**config.mk**
```make
export PLATFORM = sky130hd
export DESIGN_NAME = bru_redirect_unit_flat
export DESIGN_NICKNAME = d
export VERILOG_FILES = /design/src/rtl/bru_redirect_unit_pkg.sv /design/src/rtl/bru_redirect_unit_if.sv /design/src/rtl/bru_perf_cnt.sv /design/src/rtl/bru_redirect_unit.sv /design/src/flat_wrapper.sv
export SDC_FILE = /design/constraint.sdc
export NUM_CORES = 1
export LEC_CHECK = 0
export ABC_CLOCK_PERIOD_IN_PS = 2500
export CAP_MARGIN = 20
export CORE_MARGIN = 10
export CORE_UTILIZATION = 40
export DETAILED_ROUTE_END_ITERATION = 12
export HOLD_SLACK_MARGIN = 0.05
export MAX_ROUTING_LAYER = met4
export PLACE_DENSITY = 0.71
export SLEW_MARGIN = 0
export SYNTH_ARGS = -nofsm -noshare
export SYNTH_HDL_FRONTEND = slang
export SYNTH_SLANG_ARGS = --single-unit
```
**constraint.sdc**
```tcl
create_clock -name clk -period 2.5 [get_ports clk]
set_input_delay 0.375 -clock clk [delete_from_list [all_inputs] [get_ports clk]]
set_output_delay 0.375 -clock clk [all_outputs]
set_load 0.01 [all_outputs]
```
**src/rtl/bru_redirect_unit_pkg.sv**
```systemverilog
// Shared definitions for the branch redirect unit: default widths, FSM encoding
// and the correct-next-PC rule.
package bru_redirect_unit_pkg;
  localparam int ROB_IDX_W = 4;
  localparam int CNT_W     = 32;

  typedef logic [1:0] state_t;
  localparam state_t ST_IDLE     = 2'd0;
  localparam state_t ST_WAIT_DS  = 2'd1;
  localparam state_t ST_FLUSH    = 2'd2;
  localparam state_t ST_REDIRECT = 2'd3;

  // Not-taken branches resume after the delay slot, hence +8.
  function automatic logic [31:0] correct_pc(input logic        taken,
                                             input logic [31:0] target,
                                             input logic [31:0] pc);
    return taken ? target : pc + 32'd8;
  endfunction
endpackage

```
**src/rtl/bru_redirect_unit_if.sv**
```systemverilog
// Bundle between the branch FU / retire / fetch side and the redirect unit.
interface bru_redirect_unit_if #(
  parameter int ROB_IDX_W = bru_redirect_unit_pkg::ROB_IDX_W,
  parameter int CNT_W     = bru_redirect_unit_pkg::CNT_W
);
  logic                 br_valid;
  logic                 br_taken;
  logic [31:0]          br_target;
  logic [31:0]          br_pc;
  logic [ROB_IDX_W-1:0] br_rob_id;
  logic                 pred_taken;
  logic [31:0]          pred_target;
  logic                 ds_retired;
  logic [ROB_IDX_W-1:0] ds_rob_id;
  logic                 fe_ready;

  logic                 bru_stall;
  logic                 flush;
  logic [ROB_IDX_W-1:0] flush_rob_id;
  logic                 redirect_valid;
  logic [31:0]          redirect_pc;
  logic                 bp_upd_valid;
  logic [31:0]          bp_upd_pc;
  logic                 bp_upd_taken;
  logic [31:0]          bp_upd_target;
  logic [CNT_W-1:0]     perf_br_cnt;
  logic [CNT_W-1:0]     perf_mis_cnt;

  modport master (
    output br_valid, br_taken, br_target, br_pc, br_rob_id, pred_taken, pred_target,
           ds_retired, ds_rob_id, fe_ready,
    input  bru_stall, flush, flush_rob_id, redirect_valid, redirect_pc, bp_upd_valid,
           bp_upd_pc, bp_upd_taken, bp_upd_target, perf_br_cnt, perf_mis_cnt
  );

  modport slave (
    input  br_valid, br_taken, br_target, br_pc, br_rob_id, pred_taken, pred_target,
           ds_retired, ds_rob_id, fe_ready,
    output bru_stall, flush, flush_rob_id, redirect_valid, redirect_pc, bp_upd_valid,
           bp_upd_pc, bp_upd_taken, bp_upd_target, perf_br_cnt, perf_mis_cnt
  );
endinterface

```
**src/rtl/bru_perf_cnt.sv**
```systemverilog
// Branch / mispredict performance counters; wrap naturally at 2**CNT_W.
module bru_perf_cnt #(
  parameter int CNT_W = 32
) (
  input  logic             clk,
  input  logic             resetn,
  input  logic             i_br_inc,
  input  logic             i_mis_inc,
  output logic [CNT_W-1:0] o_br_cnt,
  output logic [CNT_W-1:0] o_mis_cnt
);
  logic [CNT_W-1:0] r_br_cnt, r_mis_cnt;

  always_ff @(posedge clk) begin
    if (!resetn) begin
      r_br_cnt  <= '0;
      r_mis_cnt <= '0;
    end else begin
      if (i_br_inc)  r_br_cnt  <= r_br_cnt + CNT_W'(1);
      if (i_mis_inc) r_mis_cnt <= r_mis_cnt + CNT_W'(1);
    end
  end

  assign o_br_cnt  = r_br_cnt;
  assign o_mis_cnt = r_mis_cnt;
endmodule

```
**src/rtl/bru_redirect_unit.sv**
```systemverilog
// Branch resolution check, predictor training and mispredict flush/redirect
// sequencing behind the MIPS delay slot.
module bru_redirect_unit #(
  parameter int ROB_IDX_W = bru_redirect_unit_pkg::ROB_IDX_W,
  parameter int CNT_W     = bru_redirect_unit_pkg::CNT_W
) (
  input  logic               clk,
  input  logic               resetn,
  bru_redirect_unit_if.slave bus
);
  import bru_redirect_unit_pkg::*;

  state_t               r_state, w_nstate;
  logic [31:0]          r_pc, r_target, r_redir_pc;
  logic                 r_taken, r_upd_vld;
  logic [ROB_IDX_W-1:0] r_flush_id;
  logic [ROB_IDX_W-1:0] w_br_ds_id, w_ds_id;
  logic                 w_acc, w_mis, w_ds_hit;

  assign w_acc      = bus.br_valid && (r_state == ST_IDLE);
  assign w_mis      = bus.br_valid && ((bus.br_taken != bus.pred_taken) ||
                      (bus.br_taken && (bus.br_target != bus.pred_target)));
  assign w_br_ds_id = bus.br_rob_id + ROB_IDX_W'(1);
  // In IDLE the delay slot belongs to the incoming branch, later to the latched one.
  assign w_ds_id    = (r_state == ST_IDLE) ? w_br_ds_id : r_flush_id;
  assign w_ds_hit   = bus.ds_retired && (bus.ds_rob_id == w_ds_id);

  always_ff @(posedge clk) begin
    if (!resetn) r_state <= ST_IDLE;
    else         r_state <= w_nstate;
  end

  always_comb begin
    w_nstate = r_state;
    case (r_state)
      ST_IDLE:     if (w_acc && w_mis) w_nstate = w_ds_hit ? ST_FLUSH : ST_WAIT_DS;
      ST_WAIT_DS:  if (w_ds_hit) w_nstate = ST_FLUSH;
      ST_FLUSH:    w_nstate = ST_REDIRECT;
      ST_REDIRECT: if (bus.fe_ready) w_nstate = ST_IDLE;
      default:     w_nstate = ST_IDLE;
    endcase
  end

  always_comb begin
    bus.bru_stall      = (r_state != ST_IDLE);
    bus.flush          = (r_state == ST_FLUSH);
    bus.redirect_valid = (r_state == ST_REDIRECT);
    bus.flush_rob_id   = r_flush_id;
    bus.redirect_pc    = r_redir_pc;
    bus.bp_upd_valid   = r_upd_vld;
    bus.bp_upd_pc      = r_pc;
    bus.bp_upd_taken   = r_taken;
    bus.bp_upd_target  = r_target;
  end

  always_ff @(posedge clk) begin
    if (!resetn) begin
      r_upd_vld  <= 1'b0;
      r_pc       <= '0;
      r_taken    <= 1'b0;
      r_target   <= '0;
      r_flush_id <= '0;
      r_redir_pc <= '0;
    end else begin
      r_upd_vld <= w_acc;
      if (w_acc) begin
        r_pc       <= bus.br_pc;
        r_taken    <= bus.br_taken;
        r_target   <= bus.br_target;
        r_flush_id <= w_br_ds_id;
        r_redir_pc <= correct_pc(bus.br_taken, bus.br_target, bus.br_pc);
      end
    end
  end

  bru_perf_cnt #(.CNT_W(CNT_W)) u_perf (
    .clk       (clk),
    .resetn    (resetn),
    .i_br_inc  (w_acc),
    .i_mis_inc (w_acc && w_mis),
    .o_br_cnt  (bus.perf_br_cnt),
    .o_mis_cnt (bus.perf_mis_cnt)
  );
endmodule

```
**src/flat_wrapper.sv**
```systemverilog
// flat-port wrapper written by rule: the top's interface ports become plain ports
module bru_redirect_unit_flat import bru_redirect_unit_pkg::*;
#(
  parameter int ROB_IDX_W = bru_redirect_unit_pkg::ROB_IDX_W,
  parameter int CNT_W     = bru_redirect_unit_pkg::CNT_W
)
  (clk, resetn, bus_br_valid, bus_br_taken, bus_br_target, bus_br_pc, bus_br_rob_id, bus_pred_taken, bus_pred_target, bus_ds_retired, bus_ds_rob_id, bus_fe_ready, bus_bru_stall, bus_flush, bus_flush_rob_id, bus_redirect_valid, bus_redirect_pc, bus_bp_upd_valid, bus_bp_upd_pc, bus_bp_upd_taken, bus_bp_upd_target, bus_perf_br_cnt, bus_perf_mis_cnt);
  bru_redirect_unit_if #(.ROB_IDX_W(ROB_IDX_W), .CNT_W(CNT_W)) bus_i ();
  input  logic clk;
  input  logic resetn;
  input wire logic [$bits(bus_i.br_valid)-1:0] bus_br_valid;
  input wire logic [$bits(bus_i.br_taken)-1:0] bus_br_taken;
  input wire logic [$bits(bus_i.br_target)-1:0] bus_br_target;
  input wire logic [$bits(bus_i.br_pc)-1:0] bus_br_pc;
  input wire logic [$bits(bus_i.br_rob_id)-1:0] bus_br_rob_id;
  input wire logic [$bits(bus_i.pred_taken)-1:0] bus_pred_taken;
  input wire logic [$bits(bus_i.pred_target)-1:0] bus_pred_target;
  input wire logic [$bits(bus_i.ds_retired)-1:0] bus_ds_retired;
  input wire logic [$bits(bus_i.ds_rob_id)-1:0] bus_ds_rob_id;
  input wire logic [$bits(bus_i.fe_ready)-1:0] bus_fe_ready;
  output wire logic [$bits(bus_i.bru_stall)-1:0] bus_bru_stall;
  output wire logic [$bits(bus_i.flush)-1:0] bus_flush;
  output wire logic [$bits(bus_i.flush_rob_id)-1:0] bus_flush_rob_id;
  output wire logic [$bits(bus_i.redirect_valid)-1:0] bus_redirect_valid;
  output wire logic [$bits(bus_i.redirect_pc)-1:0] bus_redirect_pc;
  output wire logic [$bits(bus_i.bp_upd_valid)-1:0] bus_bp_upd_valid;
  output wire logic [$bits(bus_i.bp_upd_pc)-1:0] bus_bp_upd_pc;
  output wire logic [$bits(bus_i.bp_upd_taken)-1:0] bus_bp_upd_taken;
  output wire logic [$bits(bus_i.bp_upd_target)-1:0] bus_bp_upd_target;
  output wire logic [$bits(bus_i.perf_br_cnt)-1:0] bus_perf_br_cnt;
  output wire logic [$bits(bus_i.perf_mis_cnt)-1:0] bus_perf_mis_cnt;
  assign bus_i.br_valid = bus_br_valid;
  assign bus_i.br_taken = bus_br_taken;
  assign bus_i.br_target = bus_br_target;
  assign bus_i.br_pc = bus_br_pc;
  assign bus_i.br_rob_id = bus_br_rob_id;
  assign bus_i.pred_taken = bus_pred_taken;
  assign bus_i.pred_target = bus_pred_target;
  assign bus_i.ds_retired = bus_ds_retired;
  assign bus_i.ds_rob_id = bus_ds_rob_id;
  assign bus_i.fe_ready = bus_fe_ready;
  assign bus_bru_stall = bus_i.bru_stall;
  assign bus_flush = bus_i.flush;
  assign bus_flush_rob_id = bus_i.flush_rob_id;
  assign bus_redirect_valid = bus_i.redirect_valid;
  assign bus_redirect_pc = bus_i.redirect_pc;
  assign bus_bp_upd_valid = bus_i.bp_upd_valid;
  assign bus_bp_upd_pc = bus_i.bp_upd_pc;
  assign bus_bp_upd_taken = bus_i.bp_upd_taken;
  assign bus_bp_upd_target = bus_i.bp_upd_target;
  assign bus_perf_br_cnt = bus_i.perf_br_cnt;
  assign bus_perf_mis_cnt = bus_i.perf_mis_cnt;
  bru_redirect_unit #(.ROB_IDX_W(ROB_IDX_W), .CNT_W(CNT_W)) u_core (.clk(clk), .resetn(resetn), .bus(bus_i));
endmodule
```
==> impl_results.md, run 1 <==
- CP Max Fanout: 10
- Share of layout cells above drive strength 1: a little under a tenth
- Leading area contributor after synthesis: dfxtp_1
- Critical path buffers and inverters: 4
- Nets: 1421
- Mapped Nets: roughly 1100
- DRT Pass-1 Iters: 5
- WP data required: 2.85 ns
- Power per cell area: 725 nW/um^2
- WL final: 27700 um
- Worst skew pair latency: 0.43 ns
- Port bufs: 279
- Critical Path Max Stage Delay: 0.51 ns
- CP Data Arrival Time: 2.77 ns
- Num CTS Buffers: 17
- Setup Buffers After CTS: 0
- Yosys top cell area share: 43.3%
- CTS H-tree depth: 4
- Die height: between 150 and 200 um
- Initial antenna violation count: 3
- Vias per cell: 5.07
- Worst path cell trace: clkdlybuf4s50_1 > xor2_1 > nor3_1 > buf_4 > nand4_1 > buf_4 > nand3_1 > buf_4 > or4_1 > a21oi_1
- Fin cells: 1577
- Core Footprint: 18900 sq um
- Outcome: completed
- Max-Cap Viols: 0
- First-pass GRT wire length: 43000 um
- Footprint of the multi-input gates: 4200 sq um
- Die area: 25400 sq um
- Least-Margin Pin Slew: between 0.5 and 0.6 ns
- Worst setup path category: in -> reg
- TritonCTS clock tree: built
- Area added between synthesis and finish: 53.5%
- Total track usage: 21.6%
- CP max stage cell: or4_1
- Max-slew violation count: 0
- Yosys warns: 0
- Min Tclk post-route: ~2.4 ns
- Worst min path class: in -> reg
- Final Skew: 0.0178 ns
- Top FF cell, synth: dfxtp_1
- Post-Synthesis Cells: 982
- Post-synth EDFFs: 0
- Synth async-reset ratio: 0%
- CTS Buffer Depth: 2
- Maximum vdd ir drop: 456 uV
- Fin crit share: 96.7%
- Iter 0 DRT Violations: 383
- Num rows: 50
- Total I/O pin count: 280
- Wire per inst: 17.6 um
- DRC violations left: 0
- Top cell by count, worst path: buf_4
- Register area: 3360 sq um
- Area contributors post-synth: dfxtp_1, nand2_1, a21oi_1
- Post-Place Cells: 1542
- Post-synth cell types: 45
- Total gr overflow: 0
- Total Power: 8.65 mW
- HPWL after detailed placement: 21500 um
- Syn_area_per_cell: 7.91 sq um
- Clock slew at reported path FFs: 0.07 ns
- Sequential area share after synthesis: 43.3%
- Max Clock Freq: 414 MHz
- Pin count of the biggest net entering global routing: 108
- Final Setup Violations: 0
- Die extent in x: 159 um
- Static Leakage: 4.32 nW
- Top Family by Delay on Critical Path: buffers and inverters
- Worst Setup Start Kind: input pin
- Fillers: 1696
- Vias: 7991
- Mapped cell area: 7770 sq um
- CTS Sinks: roughly 170
- Worst setup EP type: flop
- Starting Density: 41.1%
- Clk root buf: clkbuf_16
- RD Place Congestion: 0.908
- Detail Route Antenna Nets: 0
- #FFs+latches synth: 168
- Vias in the first global route: slightly below 8000
- Relative slew slack: between 60% and 70%
- Hold Vio Cnt, Final: 0
[through the flow]
step / util [%] / area (sq um) / hold WS (ns) / setup TNS (ns) / setup WS [ns]
4_1_cts: 63.0 / 11900 / 0.281 / 0 / 0.0456
3_3_place_gp: 59.9 / 11300 / 0.438 / -8.16 / -0.278
6_report: 63.2 / 11900 / 0.290 / 0 / 0.0834
3_5_place_dp: 59.9 / 11300 / 0.446 / -9.16 / -0.302
5_1_grt: 63.2 / 11900 / 0.300 / -0.0228 / -0.0191
2_1_floorplan: - / 7770 / 0.471 / 0 / 0.370
[sequential cells by signal (all words and copies together) (netlist names)]
| name | cells |
|---|---|
| u_core.bus.flush_rob_id | 4 |
| u_core.u_perf.o_mis_cnt | 32 |
| u_core.r_state | 2 |
| u_core.bus.bp_upd_taken | 1 |
| u_core.bus.redirect_pc | 32 |
| u_core.bus.bp_upd_valid | 1 |
| u_core.u_perf.o_br_cnt | 32 |
| u_core.bus.bp_upd_target | 32 |
| u_core.bus.bp_upd_pc | 32 |
[repair_timing]
item	in CTS	in global routing
endpoints found under the setup margin	6	18
hold buffers	0	0
gates cloned	0	0
resized for setup	1	5
[synth_stat cells (2+ instances only)]
library cell and instances:
nand2b_1 4, nor2_1 74, xnor2_1 50, a31oi_1 7, nand3_1 42, clkbuf_1 49
nor4_1 5, mux2i_1 13, o21ai_0 37, a21oi_1 115, and3_1 7, buf_2 3
dfxtp_1 168, o21ai_1 2, and4_1 4, or3_1 20, nand4_1 27, nand4_4 2
nand3_2 2, o31ai_1 8, a211oi_1 8, o221ai_1 3, o21a_1 2, or4_1 9
ha_1 9, inv_1 15, nand2_1 223, nor3_1 8, and2_1 5, xor2_1 46
[worst paths after layout]
path                        startpoint                           to  slack [ns]  cells after the start
min reg2reg  u_core.bus.redirect_pc[5]    u_core.bus.redirect_pc[5]        0.45                      2
max                  bus_br_target[10]  u_core.u_perf.o_mis_cnt[24]        0.08                     10
min                       bus_br_taken      u_core.bus.bp_upd_taken        0.29                      3
max reg2reg          u_core.r_state[0]  u_core.u_perf.o_mis_cnt[24]        0.25                      9
[layer usage]
layer / global-route usage (%) / routed length (um)
met5: - / 0
met1: 23.7 / 11400
met3: 8.39 / 2500
met4: 8.42 / 563
met2: 34.6 / 13300
[power by group]
group | internal, mW | switching, mW
Combinational | 1.32 | 1.53
Clock | 1.38 | 1.22
Sequential | 3.01 | 0.188
[cell usage in the layout, fill, tap and decap left out, types with 3 or more instances in the layout]
cell	n
and3_1	7
and2_1	4
buf_4	69
dfxtp_1	168
a31oi_1	7
clkdlybuf4s50_1	278
a211oi_1	8
and4_1	4
ha_1	8
o31ai_1	8
nor2_1	73
inv_1	14
inv_8	5
nor4_1	3
o21ai_0	37
nand3_1	42
clkbuf_16	17
nand2b_1	4
nand4_1	27
buf_12	5
nor3_1	8
mux2i_1	13
xor2_1	45
or3_1	20
diode_2	3
nand2_1	222
a21oi_1	115
xnor2_1	50
clkinv_4	3
inv_6	4
or4_1	9
o221ai_1	3
[layout make-up]
cell class | count | share of cell area (%)
antenna | 3 | 0.0629
clock buffer | 19 | 3.80
clock inverter | 13 | 1.05
inverter | 15 | 0.493
multi-input combinational | 746 | 35.2
sequential | 168 | 28.2
tap | 260 | 2.73
timing repair buffer | 353 | 28.5
[worst reg2reg max path: cells and delay by family (launching register included)]
family | cells | cell delay [ns]
AND/OR/NAND/NOR | 4 | 0.96
AO/OA/AOI/OAI | 1 | 0.16
flip-flops | 1 | 0.34
adder cells (fa/ha/maj) | 1 | 0.22
buffers and inverters | 3 | 0.51
[kinds of logic (layout without fill, tap and decap cells)]
kind of cell | Yosys count | after routing | synth area share, %
adder cells (fa/ha/maj) | 9 | 9 | 1.45
AND/OR/NAND/NOR | 441 | 441 | 26.4
multiplexers | 13 | 13 | 1.67
XOR/XNOR | 96 | 96 | 10.8
buffers and inverters | 68 | 400 | 3.33
other | 0 | 3 | 0
flip-flops | 168 | 168 | 43.3
AO/OA/AOI/OAI | 187 | 187 | 13.1
No activity file was read; power rests on OpenSTA's default activity.
==> run 2, diff against run 1 <==
--- a/config.mk
+++ b/config.mk
@@ -5,14 +5,16 @@
 export SDC_FILE = /design/constraint.sdc
 export NUM_CORES = 1
 export LEC_CHECK = 0
-export ABC_CLOCK_PERIOD_IN_PS = 2500
+export ABC_AREA = 1
+export ABC_CLOCK_PERIOD_IN_PS = 3100
 export CAP_MARGIN = 20
 export CORE_MARGIN = 10
 export CORE_UTILIZATION = 40
+export CTS_CLUSTER_DIAMETER = 200
 export DETAILED_ROUTE_END_ITERATION = 12
 export HOLD_SLACK_MARGIN = 0.05
 export MAX_ROUTING_LAYER = met4
-export PLACE_DENSITY = 0.71
+export PLACE_DENSITY = 0.69
 export SLEW_MARGIN = 0
 export SYNTH_ARGS = -nofsm -noshare
 export SYNTH_HDL_FRONTEND = slang
==> constraint.sdc (replaced) <==
create_clock -name clk -period 3.1 [get_ports clk]
set_input_delay 0.465 -clock clk [delete_from_list [all_inputs] [get_ports clk]]
set_output_delay 0.465 -clock clk [all_outputs]
set_load 0.01 [all_outputs]
==> run 2 against run 1 <==
Critical path depth rose by 3. Sequential share of layout area fell by 1.3 points. Global-route usage rose by 2.7 points. Worst hold slack improved by 0.18 ns. Final cell count rose by 20%. Clock skew fell by 0.0058 ns. Largest power group unchanged. Synthesized cell count rose by 35%. First-iteration DRC count rose by 130%.
==> impl_results.md, run 2 <==
- DRT Pass-1 Iters: 7 (+2)
- Core Footprint: 21800 sq um (+15%)
- Leading area contributor after synthesis: dfxtp_1
- Hold Vio Cnt, Final: 0 (unchanged)
- Crit path from: u_core.r_state[0]
- Clock slew at reported path FFs: 0.07 ns (about the same)
- Worst skew pair latency: 0.43 ns (about the same)
- Power per cell area: 595 nW/um^2 (-18%)
- Post-CTS resize count: 0 (-1)
- CP max stage cell: ha_1
- #FFs+latches synth: 168 (unchanged)
- Critical Path Max Stage Delay: 0.44 ns (-0.07 ns)
- Wire per inst: 18.2 um (+3.7%)
- Min Tclk post-route: around 2.5 ns
- Area added between synthesis and finish: 42.1%
- Num CTS Buffers: 17 (unchanged)
- Max-Cap Viols: 0 (unchanged)
- Vias per cell: 5.12 (+0.97%)
- Max Clock Freq: 402 MHz
- Fin util: 57.5% (-5.7 points)
- First-pass GRT wire length: 53200 um (+24%)
- Yosys warns: 0 (unchanged)
- Mapped Nets: 1444 (+31%)
- Setup Buffers After CTS: 0 (unchanged)
- Unrepaired setup endpoints after global routing: false
- Top FF cell, synth: dfxtp_1
- Total gr overflow: 0 (unchanged)
- Starting Density: 40.5% (-0.67 points)
- RD Place Congestion: 0.945 (+4.0%)
- CP Data Arrival Time: 2.79 ns (+0.02 ns)
- Total I/O pin count: 280 (unchanged)
- Detail Route Antenna Nets: 0 (unchanged)
- Yosys top cell area share: 38.2% (-5.1 points)
- TritonCTS clock tree: built
- Post-CTS Hold Buffers: 0 (unchanged)
- Most common cell after layout, fill and taps aside: nand2_1
- CTS Buffer Depth: 2 (unchanged)
- Mapped cell area: 8800 sq um (+13%)
- Port bufs: 279 (unchanged)
- HPWL after detailed placement: 27000 um (+26%)
- Area contributors post-synth: dfxtp_1, nand2_1, a21oi_1
- Critical hold path startpoint: u_core.bus.redirect_pc[10]
- Final hold slack: 0.469 ns (+0.179 ns)
- Final Skew: 0.0121 ns (-0.00578 ns)
- Outcome: completed
- Final Cell Area: 12500 sq um (+4.8%)
- Leading cell types in the layout, fill and taps excluded: nand2_1, clkdlybuf4s50_1, dfxtp_1
- Worst path cell trace: inv_1 > ha_1 > nand2_2 > inv_4 > nand2_2 > nor2_4 > nand3_2 > nor2_4 > nand2_2 > nor2_4 > nand2_1 > nor3_1 > nor3b_2
- Synth async-reset ratio: 0% (unchanged)
- Die area: 28300 sq um (+12%)
- RR Startpoint: u_core.r_state[0]
- Critical path buffers and inverters: 2 (-2)
- Worst Setup Start Kind: flop
- DRC violations left: 0 (unchanged)
- Final TNS setup: 0 ns (unchanged)
- Pin count of the biggest net entering global routing: 124 (+15%)
- Die extent in x: 168 um (+5.6%)
- Max-slew violation count: 0 (unchanged)
- Iter 0 DRT Violations: 891 (+130%)
- CTS Sinks: 168 (unchanged)
- Top Family by Delay on Critical Path: simple AND/OR/NAND/NOR gates
- DP Area: 11900 sq um (+5.3%)
- Worst min path class: reg -> reg
- WP data required: 3.41 ns (+0.56 ns)
- CTS H-tree depth: 4 (unchanged)
- Vias in the first global route: 9315 (+18%)
- Relative slew slack: 45.8% (-19 points)
- CP Max Fanout: 11 (+1)
- Clk root buf: clkbuf_16
- Commonest cells in the netlist: nand2_1, dfxtp_1, nor2_1
- Post-synth EDFFs: 0 (unchanged)
- Syn_area_per_cell: 6.65 sq um (-16%)
- Total Power: 7.44 mW (-14%)
- Maximum vdd ir drop: 350 uV (-23%)
- Post-synth cell types: 36 (-20%)
- Total track usage: 24.2% (+2.7 points)
- Num rows: 54 (+8.0%)
- Fin crit share: around four fifths
- Post-Synthesis Cells: 1324 (+35%)
- Static Leakage: 4.89 nW (+13%)
- Initial antenna violation count: 3 (unchanged)
- Sequential area share after synthesis: 38.2% (-5.1 points)
- WL final: 34400 um (+24%)
- Worst setup EP type: flop
- Final Setup Violations: 0 (unchanged)
- Vias: 9655 (+21%)
- Die height: 168 um (+5.6%)
- Top-count cell post-synth: nand2_1
- Share of layout cells above drive strength 1: 4.80% (-4.6 points)
- Least-Margin Pin Slew: 0.812 ns (+0.279 ns)
- Nets: 1710 (+20%)
- Worst setup path category: reg -> reg
run 2: cell type report:
class	count	area, sq um
Tap cell	280	350
Sequential cell	168	3360
Clock inverter	13	144
Fill cell	2111	9250
Clock buffer	19	443
Multi-Input combinational cell	961	4700
Antenna cell	4	10.0
Inverter	145	547
Timing Repair Buffer	297	2950
run 2: per-layer routing:
metal	part of all wire, %	wire length [um]	global-route usage [%]
met1	42	14400	28.8
met2	47	16200	38.4
met3	8.2	2820	6.52
met4	3.1	1070	9.35
met5	0	0	-
run 2: worst paths after layout:
kind	to	slack, ns	cells after the start
max	u_core.u_perf.o_br_cnt[25]	0.61	13
min	u_core.bus.redirect_pc[10]	0.47	2
max reg2reg	u_core.u_perf.o_br_cnt[25]	0.61	13
min reg2reg	u_core.bus.redirect_pc[10]	0.47	2
run 2: worst register-to-register path: cells and delay by family (launching register included):
kind / cells / cell delay [ns]
buffers and inverters: 2 / 0.27
adder cells (fa/ha/maj): 1 / 0.44
flip-flops: 1 / 0.34
AND/OR/NAND/NOR: 10 / 1.32
run 2: power by group:
group | internal (mW) | leakage, nW | total [mW] | switching (mW)
registers | 2.48 | 1.37 | 2.67 | 0.186
logic | 1.12 | 3.22 | 2.59 | 1.47
clock network | 1.22 | 0.289 | 2.18 | 0.963
run 2: kinds of logic (layout without fill, tap and decap cells):
kind of cell             count (synthesis)  count (layout)  share of synthesized area [%]
adder cells (fa/ha/maj)                  9               9                           1.28
other                                    0               4                              0
flip-flops                             168             168                           38.2
buffers and inverters                  195             474                           8.38
AO/OA/AOI/OAI                          255             255                           15.3
XOR/XNOR                                58              58                           5.77
AND/OR/NAND/NOR                        639             639                           31.0
run 2: stage by stage:
stage	setup WS [ns]	cells
6_report	0.614	1887
5_1_grt	0.317	1886
4_1_cts	0.593	1883
3_5_place_dp	0.387	1851
3_3_place_gp	0.359	1851
2_1_floorplan	1.29	1324
==> run 3, diff against run 2 <==
--- a/config.mk
+++ b/config.mk
@@ -6,7 +6,7 @@
 export NUM_CORES = 1
 export LEC_CHECK = 0
 export ABC_AREA = 1
-export ABC_CLOCK_PERIOD_IN_PS = 3100
+export ABC_CLOCK_PERIOD_IN_PS = 2250
 export CAP_MARGIN = 20
 export CORE_MARGIN = 10
 export CORE_UTILIZATION = 40
@@ -14,7 +14,7 @@
 export DETAILED_ROUTE_END_ITERATION = 12
 export HOLD_SLACK_MARGIN = 0.05
 export MAX_ROUTING_LAYER = met4
-export PLACE_DENSITY = 0.69
+export PLACE_DENSITY = 0.71
 export SLEW_MARGIN = 0
 export SYNTH_ARGS = -nofsm -noshare
 export SYNTH_HDL_FRONTEND = slang
==> constraint.sdc (replaced) <==
create_clock -name clk -period 2.25 [get_ports clk]
set_input_delay 0.3375 -clock clk [delete_from_list [all_inputs] [get_ports clk]]
set_output_delay 0.3375 -clock clk [all_outputs]
set_load 0.01 [all_outputs]
==> run 3 against run 2 <==
Register-to-register slack worse by 0.39 ns. Critical path type unchanged. Setup slack worse by 0.39 ns. Highest routed layer unchanged. Critical path depth down 2. Largest cell class unchanged.
==> impl_results.md, run 3 (same netlist as run 2, synthesis figures left out) <==
- CP max stage cell: dfxtp_2
- Pin count of the biggest net entering global routing: 79 (-36%)
- Unrepaired setup endpoints after global routing: false
- Worst min path class: in -> reg
- WP data required: 2.57 ns (-0.84 ns)
- WL final: 35200 um (+2.2%)
- Share of layout cells above drive strength 1: 9.07% (+4.3 points)
- Total Power: 10.6 mW (+42%)
- CTS H-tree depth: 4 (unchanged)
- Hold Vio Cnt, Final: 0 (unchanged)
- Worst path cell trace: inv_1 > ha_1 > nand2_2 > buf_4 > nor3_1 > nand2_1 > or2_1 > inv_1 > nand3_1 > o21ai_0 > a21oi_1
- Max-slew violation count: 0 (unchanged)
- Outcome: completed
- Fin crit share: 89.8% (+9.6 points)
- Final hold slack: 0.393 ns (-0.0758 ns)
- TritonCTS clock tree: built
- CP Data Arrival Time: 2.34 ns (-0.45 ns)
- Worst reg2reg endpoint: u_core.u_perf.o_br_cnt[28]
- CP Max Fanout: 4 (-7)
- Area added between synthesis and finish: 48.9%
- CTS Buffer Depth: 2 (unchanged)
- DRC violations left: 0 (unchanged)
- Total I/O pin count: 280 (unchanged)
- Initial antenna violation count: 5 (+2)
- Num rows: 54 (unchanged)
- Setup Buffers After CTS: 0 (unchanged)
- Port bufs: 279 (unchanged)
- Final Skew: 0.0162 ns (+0.00414 ns)
- RR Startpoint: u_core.r_state[0]
- Total track usage: 24.5% (+0.28 points)
- Top cell by count, worst path: inv_1
- CP endpoint: u_core.u_perf.o_br_cnt[28]
- Worst skew pair latency: 0.44 ns (about the same)
- Post-CTS Hold Buffers: 0 (unchanged)
- CTS Sinks: 168 (unchanged)
- First-pass GRT wire length: 53700 um (+1.0%)
- Most common cell after layout, fill and taps aside: nand2_1
- Static Leakage: 5.26 nW (+7.6%)
- Worst setup path category: reg -> reg
- Fin util: 60.3% (+2.8 points)
- Maximum vdd ir drop: 474 uV (+36%)
- Die extent in x: 168 um (unchanged)
- Critical Path Max Stage Delay: 0.34 ns (-0.10 ns)
- Worst setup EP type: flop
- Crit path from: u_core.r_state[0]
- Vias: 9980 (+3.4%)
- RD Place Congestion: 0.949 (+0.49%)
- Final Setup Violations: 0 (unchanged)
- Vias in the first global route: 9609 (+3.2%)
- Least-Margin Pin Slew: 0.510 ns (-0.302 ns)
- DRT Pass-1 Iters: 5 (-2)
- Leading cell types in the layout, fill and taps excluded: nand2_1, clkdlybuf4s50_1, dfxtp_1
- Clock slew at reported path FFs: 0.07 ns (about the same)
- Power per cell area: 806 nW/um^2 (+35%)
- Die height: 168 um (unchanged)
- Die area: 28300 sq um (unchanged)
- Core Footprint: 21800 sq um (unchanged)
- Total gr overflow: 0 (unchanged)
- Max Clock Freq: 495 MHz (+23%)
- Detail Route Antenna Nets: 0 (unchanged)
- Worst r2r path cells: 11 (-2)
- Starting Density: 40.5% (unchanged)
- Relative slew slack: 66.0% (+20 points)
- Num CTS Buffers: 17 (unchanged)
- Wire per inst: 17.9 um (-1.7%)
- Max-Cap Viols: 0 (unchanged)
- Worst Setup Start Kind: flop
- Fin cells: 1961 (+3.9%)
- Vias per cell: 5.09 (-0.53%)
- Clk root buf: clkbuf_16
- Min Tclk post-route: 2.02 ns (-0.465 ns)
- Iter 0 DRT Violations: 723 (-19%)
- HPWL after detailed placement: 28000 um (+4.0%)
- Setup slack, reg-to-reg: 0.23 ns (-0.39 ns)
- Post-Place Cells: 1923 (+3.9%)
- Nets: 1782 (+4.2%)
run 3: critical path: cells and delay by family (launching register included):
| kind | cells | cell delay (ns) |
|---|---|---|
| buffers and inverters | 3 | 0.37 |
| AOI/OAI and AO/OA | 2 | 0.21 |
| and+or+nand+nor | 5 | 0.79 |
| DFF | 1 | 0.34 |
| adders and majority gates | 1 | 0.20 |
run 3: worst min-delay path by stage:
stage	start	to	slack, ns	depth (start not counted)
CTS	resetn	u_core.bus.redirect_pc[17]	0.38	3
finish	resetn	u_core.bus.redirect_pc[17]	0.39	3
global route	resetn	u_core.bus.bp_upd_target[24]	0.41	3
detailed placement	u_core.bus.redirect_pc[27]	u_core.bus.redirect_pc[27]	0.46	2
floorplan	bus_br_rob_id[0]	u_core.bus.flush_rob_id[0]	0.45	1
global placement	u_core.bus.redirect_pc[28]	u_core.bus.redirect_pc[28]	0.45	2
run 3: layer usage:
layer  wire [um]  track usage [%]  part of all wire (%)
met3        2280             5.24                   6.5
met5           0                -                     0
met2       16600             39.3                    47
met1       15000             29.0                    43
met4        1290             10.9                   3.7
run 3: repair_timing:
item	CTS	global route
gates resized for setup	3	1
pin swaps	0	0
endpoints found under the setup margin	1	1
run 3: report_power, final:
part           internal (mW)  total [mW]  leakage, nW  switching (mW)
combinational           1.69        3.76         3.58            2.06
clock                   1.78        3.12        0.300            1.34
sequential              3.43        3.69         1.38           0.259
run 3: layout make-up:
class                   instances  area (sq um)
clock inverters                14           186
inverters                     145           547
fillers                      2119          8640
repair buffers                369          3510
clock buffers                  18           429
diodes                          6          15.0
flip-flops and latches        168          3370
well taps                     280           350
multi-input cells             961          4710
run 3: stage by stage:
stage | worst slack (ns) | instance area (sq um) | setup TNS (ns)
2_1_floorplan | 0.437 | 8800 | 0
5_1_grt | 0.00153 | 13100 | 0
4_1_cts | 0.176 | 13100 | 0
3_5_place_dp | -0.140 | 12500 | -3.75
6_report | 0.229 | 13100 | 0
3_3_place_gp | -0.150 | 12500 | -3.40
